**src/rtl/div_unit_pkg.sv**
```systemverilog
// Shared definitions for the 32-bit restoring divider: widths, iteration count,
// FSM encoding and sign helpers.
package div_unit_pkg;

  localparam int DATA_W   = 32;
  localparam int ITER_CNT = 32;
  localparam int CNT_W    = 6;

  localparam logic [CNT_W-1:0] LAST_STEP = CNT_W'(ITER_CNT - 1);

  typedef enum logic [1:0] {
    IDLE = 2'd0,
    CALC = 2'd1,
    DONE = 2'd2
  } div_state_e;

  function automatic logic [DATA_W-1:0] magnitude(input logic [DATA_W-1:0] value,
                                                   input logic            is_signed);
    if (is_signed && value[DATA_W-1]) begin
      magnitude = ~value + DATA_W'(1);
    end else begin
      magnitude = value;
    end
  endfunction

  function automatic logic [DATA_W-1:0] cond_negate(input logic [DATA_W-1:0] value,
                                                     input logic            negate);
    if (negate) begin
      cond_negate = ~value + DATA_W'(1);
    end else begin
      cond_negate = value;
    end
  endfunction

endpackage

```
**src/rtl/div_step.sv**
```systemverilog
// One radix-2 restoring division step: shift the next dividend bit into the
// partial remainder, trial-subtract the divisor and shift the quotient bit in.
module div_step
  import div_unit_pkg::*;
(
  input  logic [DATA_W-1:0] rem_in,
  input  logic [DATA_W-1:0] quo_in,
  input  logic [DATA_W-1:0] divisor,
  output logic [DATA_W-1:0] rem_out,
  output logic [DATA_W-1:0] quo_out
);

  logic [DATA_W:0] shifted_s;
  logic [DATA_W:0] diff_s;

  assign shifted_s = {rem_in, quo_in[DATA_W-1]};
  assign diff_s    = shifted_s - {1'b0, divisor};

  // Keep the difference when it did not borrow, otherwise restore the shifted value.
  always_comb begin
    rem_out = shifted_s[DATA_W-1:0];
    quo_out = {quo_in[DATA_W-2:0], 1'b0};
    if (!diff_s[DATA_W]) begin
      rem_out = diff_s[DATA_W-1:0];
      quo_out = {quo_in[DATA_W-2:0], 1'b1};
    end else begin
      rem_out = shifted_s[DATA_W-1:0];
      quo_out = {quo_in[DATA_W-2:0], 1'b0};
    end
  end

endmodule

```
**src/rtl/div_unit.sv**
```systemverilog
// Multi-cycle 32-bit signed/unsigned divider: 32 restoring steps on magnitudes,
// sign fix-up on the final edge, with cancel and back-to-back start support.
module div_unit
  import div_unit_pkg::*;
(
  input  logic              clk,
  input  logic              rst,
  input  logic              start,
  input  logic              is_signed,
  input  logic [DATA_W-1:0] dividend,
  input  logic [DATA_W-1:0] divisor,
  input  logic              cancel,
  output logic              busy,
  output logic              done,
  output logic [DATA_W-1:0] quotient,
  output logic [DATA_W-1:0] remainder
);

  div_state_e        state_r;
  logic [CNT_W-1:0]  cnt_r;
  logic [DATA_W-1:0] rem_r;
  logic [DATA_W-1:0] quo_r;
  logic [DATA_W-1:0] dvs_r;
  logic              neg_q_r;
  logic              neg_r_r;
  logic              busy_r;
  logic              done_r;
  logic [DATA_W-1:0] quotient_r;
  logic [DATA_W-1:0] remainder_r;

  logic [DATA_W-1:0] step_rem_s;
  logic [DATA_W-1:0] step_quo_s;
  logic              launch_s;

  assign launch_s = start & ~cancel;

  div_step u_step (
    .rem_in  (rem_r),
    .quo_in  (quo_r),
    .divisor (dvs_r),
    .rem_out (step_rem_s),
    .quo_out (step_quo_s)
  );

  // Control FSM, datapath registers and registered result outputs.
  always_ff @(posedge clk or posedge rst) begin
    if (rst) begin
      state_r     <= IDLE;
      cnt_r       <= '0;
      rem_r       <= '0;
      quo_r       <= '0;
      dvs_r       <= '0;
      neg_q_r     <= 1'b0;
      neg_r_r     <= 1'b0;
      busy_r      <= 1'b0;
      done_r      <= 1'b0;
      quotient_r  <= '0;
      remainder_r <= '0;
    end else begin
      case (state_r)
        IDLE, DONE: begin
          done_r <= 1'b0;
          if (launch_s) begin
            state_r <= CALC;
            busy_r  <= 1'b1;
            cnt_r   <= '0;
            rem_r   <= '0;
            quo_r   <= magnitude(dividend, is_signed);
            dvs_r   <= magnitude(divisor, is_signed);
            // A zero divisor must produce all-ones, so it never flips the quotient sign.
            neg_q_r <= is_signed & (dividend[DATA_W-1] ^ divisor[DATA_W-1]) &
                       (divisor != '0);
            neg_r_r <= is_signed & dividend[DATA_W-1];
          end else begin
            state_r <= IDLE;
            busy_r  <= 1'b0;
          end
        end
        CALC: begin
          if (cancel) begin
            state_r <= IDLE;
            busy_r  <= 1'b0;
            done_r  <= 1'b0;
          end else begin
            rem_r <= step_rem_s;
            quo_r <= step_quo_s;
            cnt_r <= cnt_r + CNT_W'(1);
            if (cnt_r == LAST_STEP) begin
              state_r     <= DONE;
              busy_r      <= 1'b0;
              done_r      <= 1'b1;
              quotient_r  <= cond_negate(step_quo_s, neg_q_r);
              remainder_r <= cond_negate(step_rem_s, neg_r_r);
            end else begin
              state_r <= CALC;
              busy_r  <= 1'b1;
              done_r  <= 1'b0;
            end
          end
        end
        default: begin
          state_r <= IDLE;
          busy_r  <= 1'b0;
          done_r  <= 1'b0;
        end
      endcase
    end
  end

  assign busy      = busy_r;
  assign done      = done_r;
  assign quotient  = quotient_r;
  assign remainder = remainder_r;

endmodule

```
**config.mk**
```make
export PLATFORM = sky130hd
export DESIGN_NAME = div_unit
export DESIGN_NICKNAME = d
export VERILOG_FILES = /design/src/rtl/div_unit_pkg.sv /design/src/rtl/div_step.sv /design/src/rtl/div_unit.sv
export SDC_FILE = /design/constraint.sdc
export NUM_CORES = 1
export LEC_CHECK = 0
export BUFFER_PORTS_ARGS = -buffer_cell sky130_fd_sc_hd__buf_2
export CORE_MARGIN = 5
export CORE_UTILIZATION = 46
export CTS_CLUSTER_DIAMETER = 40
export DETAILED_ROUTE_END_ITERATION = 10
export PLACE_DENSITY = 0.67
export SETUP_SLACK_MARGIN = 0.2
export SLEW_MARGIN = 0
export SYNTH_ARGS = -nofsm -noshare
export SYNTH_HDL_FRONTEND = slang
export SYNTH_SLANG_ARGS = --single-unit
export TNS_END_PERCENT = 20
```
**constraint.sdc**
```tcl
create_clock -name clk -period 7.7 [get_ports clk]
set_input_delay 0.385 -clock clk [delete_from_list [all_inputs] [get_ports clk]]
set_output_delay 0.385 -clock clk [all_outputs]
set_load 0.01 [all_outputs]
```
==> run metrics <==
post-synth top area share 0.359; CP Launch Point quo_r[31]; largest net degree at the start of global routing 108; Avg Synthesized Cell Area 7.87 um2; total grt overflow 0; clock latency on the worst-skew pair 0.44 ns; top cells by area, synth dfrtp_1, o21ai_0, nand2_1, a21oi_1, xnor2_1; R2R setup slack 1.59 ns; Hold WC Path Type in2async; CP Launch Type flop; power per cell area 219 nW/um2; Clock Path Buffers 2; grt met3 use 0.0326; sequential power share 0.384; clock share of power 0.308; Logic pwr share 0.308; global-route wire length before repair 54.0 mm; Worst slew margin 0.236; number of synthesized flops with an enable pin 0; area leader, netlist dfrtp_1; clock slew at reported path FFs 0.08 ns; Post-synth top flop dfrtp_1; total negative setup slack 0 ns; crit end category flop; VDD IR max 0.000137 V; hold slack 0.182 ns; WL final 33.4 mm; worst setup path end remainder[28]; Top Family by Delay on Critical Path compound AO/OA/AOI/OAI gates; fin nets 1708; Post-synth top cells nand2_1, o21ai_0, dfrtp_1; antenna violations before repair 1; via-per-instance ratio 5.68; post-synthesis sequential area ratio 0.359; Global Route met2 Usage 0.303; First DRT Iteration DRCs 965; Critical Path AT 6.48 ns; Cell Rows 59; HPWL Detailed 25.4 mm; cells on worst reg2reg path 20; Core ar. 25800 um2; r2r endpoint remainder[28]; area grow syn2layout 12.7%; CTS tree yes; Clock Skew 0.0139 ns; Top Usage Layer GRT met1; H-Tree Level Count 4; Post-CTS Hold Buffers 0; Final Power 0.00294 W; maximum fanout along the worst path 46; Final GP Congestion 0.928; final-report setup violation count 0; Num CTS Buffers 17; ys async rst share 1.00; slowest CP cell nor2_8; Worst path max stage delay 0.63 ns; Syn Nets 1620; post-CTS resize count 0; Chip Width 171 um; worst path cell trace inv_1 -> ha_1 -> fa_1 -> nand2b_2 -> a211oi_4 -> o22ai_2 -> o31ai_4 -> mux2i_4 -> nor2_8 -> inv_4 -> a21oi_1 -> ha_1 -> inv_1 -> a2111oi_2 -> nand4_1 -> o21ai_0 -> o21ai_1 -> or4_1 -> a211o_1 -> nand3_1; Final Hold Viols 0; max cap viols 0; Mapped Cells 1513; sw frac 0.396; leakage power 6.12 nW; die height 171 um; Post-Syn Area 11900 um2; most frequent cell after synthesis nand2_1; starting density of the core 0.462; Worst Path Required 8.07 ns; Worst Max-Slew Pin Slew 1.15 ns; Internal Power 0.00177 W; share of post-route cells with drive strength above 1 0.124; Synth cell types 77; Final Max Slew Viols 0; met1 global-route usage 0.385; First-pass DRT Iterations 5; port buffer count 134; post-route ant nets 0; r2r startpoint quo_r[31]; Ant. Diodes 0; final worst-path cycle share 0.794; total setup buffers inserted after CTS 0; Synth Warn # 0; vias in the first global route 10012; Sinks on Clock Net 171; root buf cell clkbuf_16; Tmin final 6.11 ns; CP Class reg2reg; Worst path depth 20; status completed; maximum clock rate 0.164 GHz; #FFs+latches synth 171; NetSw 0.00116 W; Layout Utilization 0.521; DIE AREA 29200 um2; DRC 0; wire length per cell 17.1 um; Buf/Inv on CP 3; routed via count 11067; io pins 135; RSZ-0062 raised after global routing false; gr usage total 0.229
==> worst min-delay path by stage <==
stage	end	slack, ns	startpoint	depth (start not counted)
4_1_cts	remainder[15]	0.21	rst	2
3_3_place_gp	quotient[10]	0.46	quotient[10]	2
5_1_grt	dvs_r[1]	0.23	divisor[1]	3
6_report	remainder[15]	0.18	rst	2
3_5_place_dp	remainder[21]	0.47	remainder[21]	2
2_1_floorplan	dvs_r[10]	0.45	dvs_r[10]	2
==> worst register-to-register path, stage by stage (launching register included) <==
cell and delay (ns):
dfrtp_1 0.42, inv_1 0.06, ha_1 0.22, fa_1 0.40, nand2b_2 0.22, a211oi_4 0.27, o22ai_2 0.21, o31ai_4 0.41
mux2i_4 0.18, nor2_8 0.63, inv_4 0.11, a21oi_1 0.34, ha_1 0.26, inv_1 0.09, a2111oi_2 0.53, nand4_1 0.21
o21ai_0 0.36, o21ai_1 0.20, or4_1 0.55, a211o_1 0.31, nand3_1 0.08
==> placed cells by master, fill, tap and decap left out, drive strengths merged, types with 12 or more instances in the layout <==
cell	n
or3	27
mux2i	17
o41ai	15
o31ai	18
nor4	17
a21o	15
buf	141
nand2	261
nor2	118
inv	64
nor3	42
nand3	18
dfrtp	171
clkbuf	17
xor2	63
xnor2	69
o21ai	224
ha	37
a21oi	122
a31oi	12
==> per-layer routing <==
| metal | routed length [um] | vias to the layer above |
|---|---|---|
| met3 | 2560 | 32 |
| met1 | 17300 | 5137 |
| li1 | - | 5510 |
| met2 | 13100 | 386 |
| met4 | 486 | 2 |
| met5 | 7 | - |
==> power by group through the flow <==
stage / clock (W) / combinational, W / sequential (W)
5_1_grt: 0.000960 / 0.00101 / 0.00114
2_1_floorplan: 0 / 0.000682 / 0.00108
3_3_place_gp: 0 / 0.000885 / 0.00114
6_report: 0.000904 / 0.000903 / 0.00113
4_1_cts: 0.000923 / 0.000894 / 0.00112
3_5_place_dp: 0 / 0.000890 / 0.00114
==> logic make-up after synthesis <==
logic type      Yosys count  synth area share
mux                      17            0.0156
buf+inv                 131            0.0439
fa+ha+maj                38            0.0405
xor+xnor                132            0.0970
simple gates            555             0.211
compound gates          469             0.233
flops                   171             0.359
==> per-stage QoR <==
stage               std cells  instance area (um2)  worst slack, ns
global route             1949                13400             1.30
detailed placement       1917                12800             1.70
floorplan                1513                11900             2.15
CTS                      1949                13400             1.69
finish                   1949                13400             1.59
global placement         1917                12800             1.87
==> state kept, by name (all words and copies together), names as in the netlist <==
| register | count |
|---|---|
| cnt_r | 6 |
| done | 1 |
| dvs_r | 32 |
| neg_q_r | 1 |
| neg_r_r | 1 |
| quo_r | 32 |
| quotient | 32 |
| rem_r | 32 |
| remainder | 32 |
| state_r | 2 |
==> area by class of cell <==
type	instances	area, um2
Inverter	59	229
Tap cell	335	419
Sequential cell	171	4280
Fill cell	2497	12300
Multi-Input combinational cell	1211	7140
Clock buffer	17	425
Clock inverter	15	214
Timing Repair Buffer	141	723
Note: power is estimated with default switching activity, not from simulation.
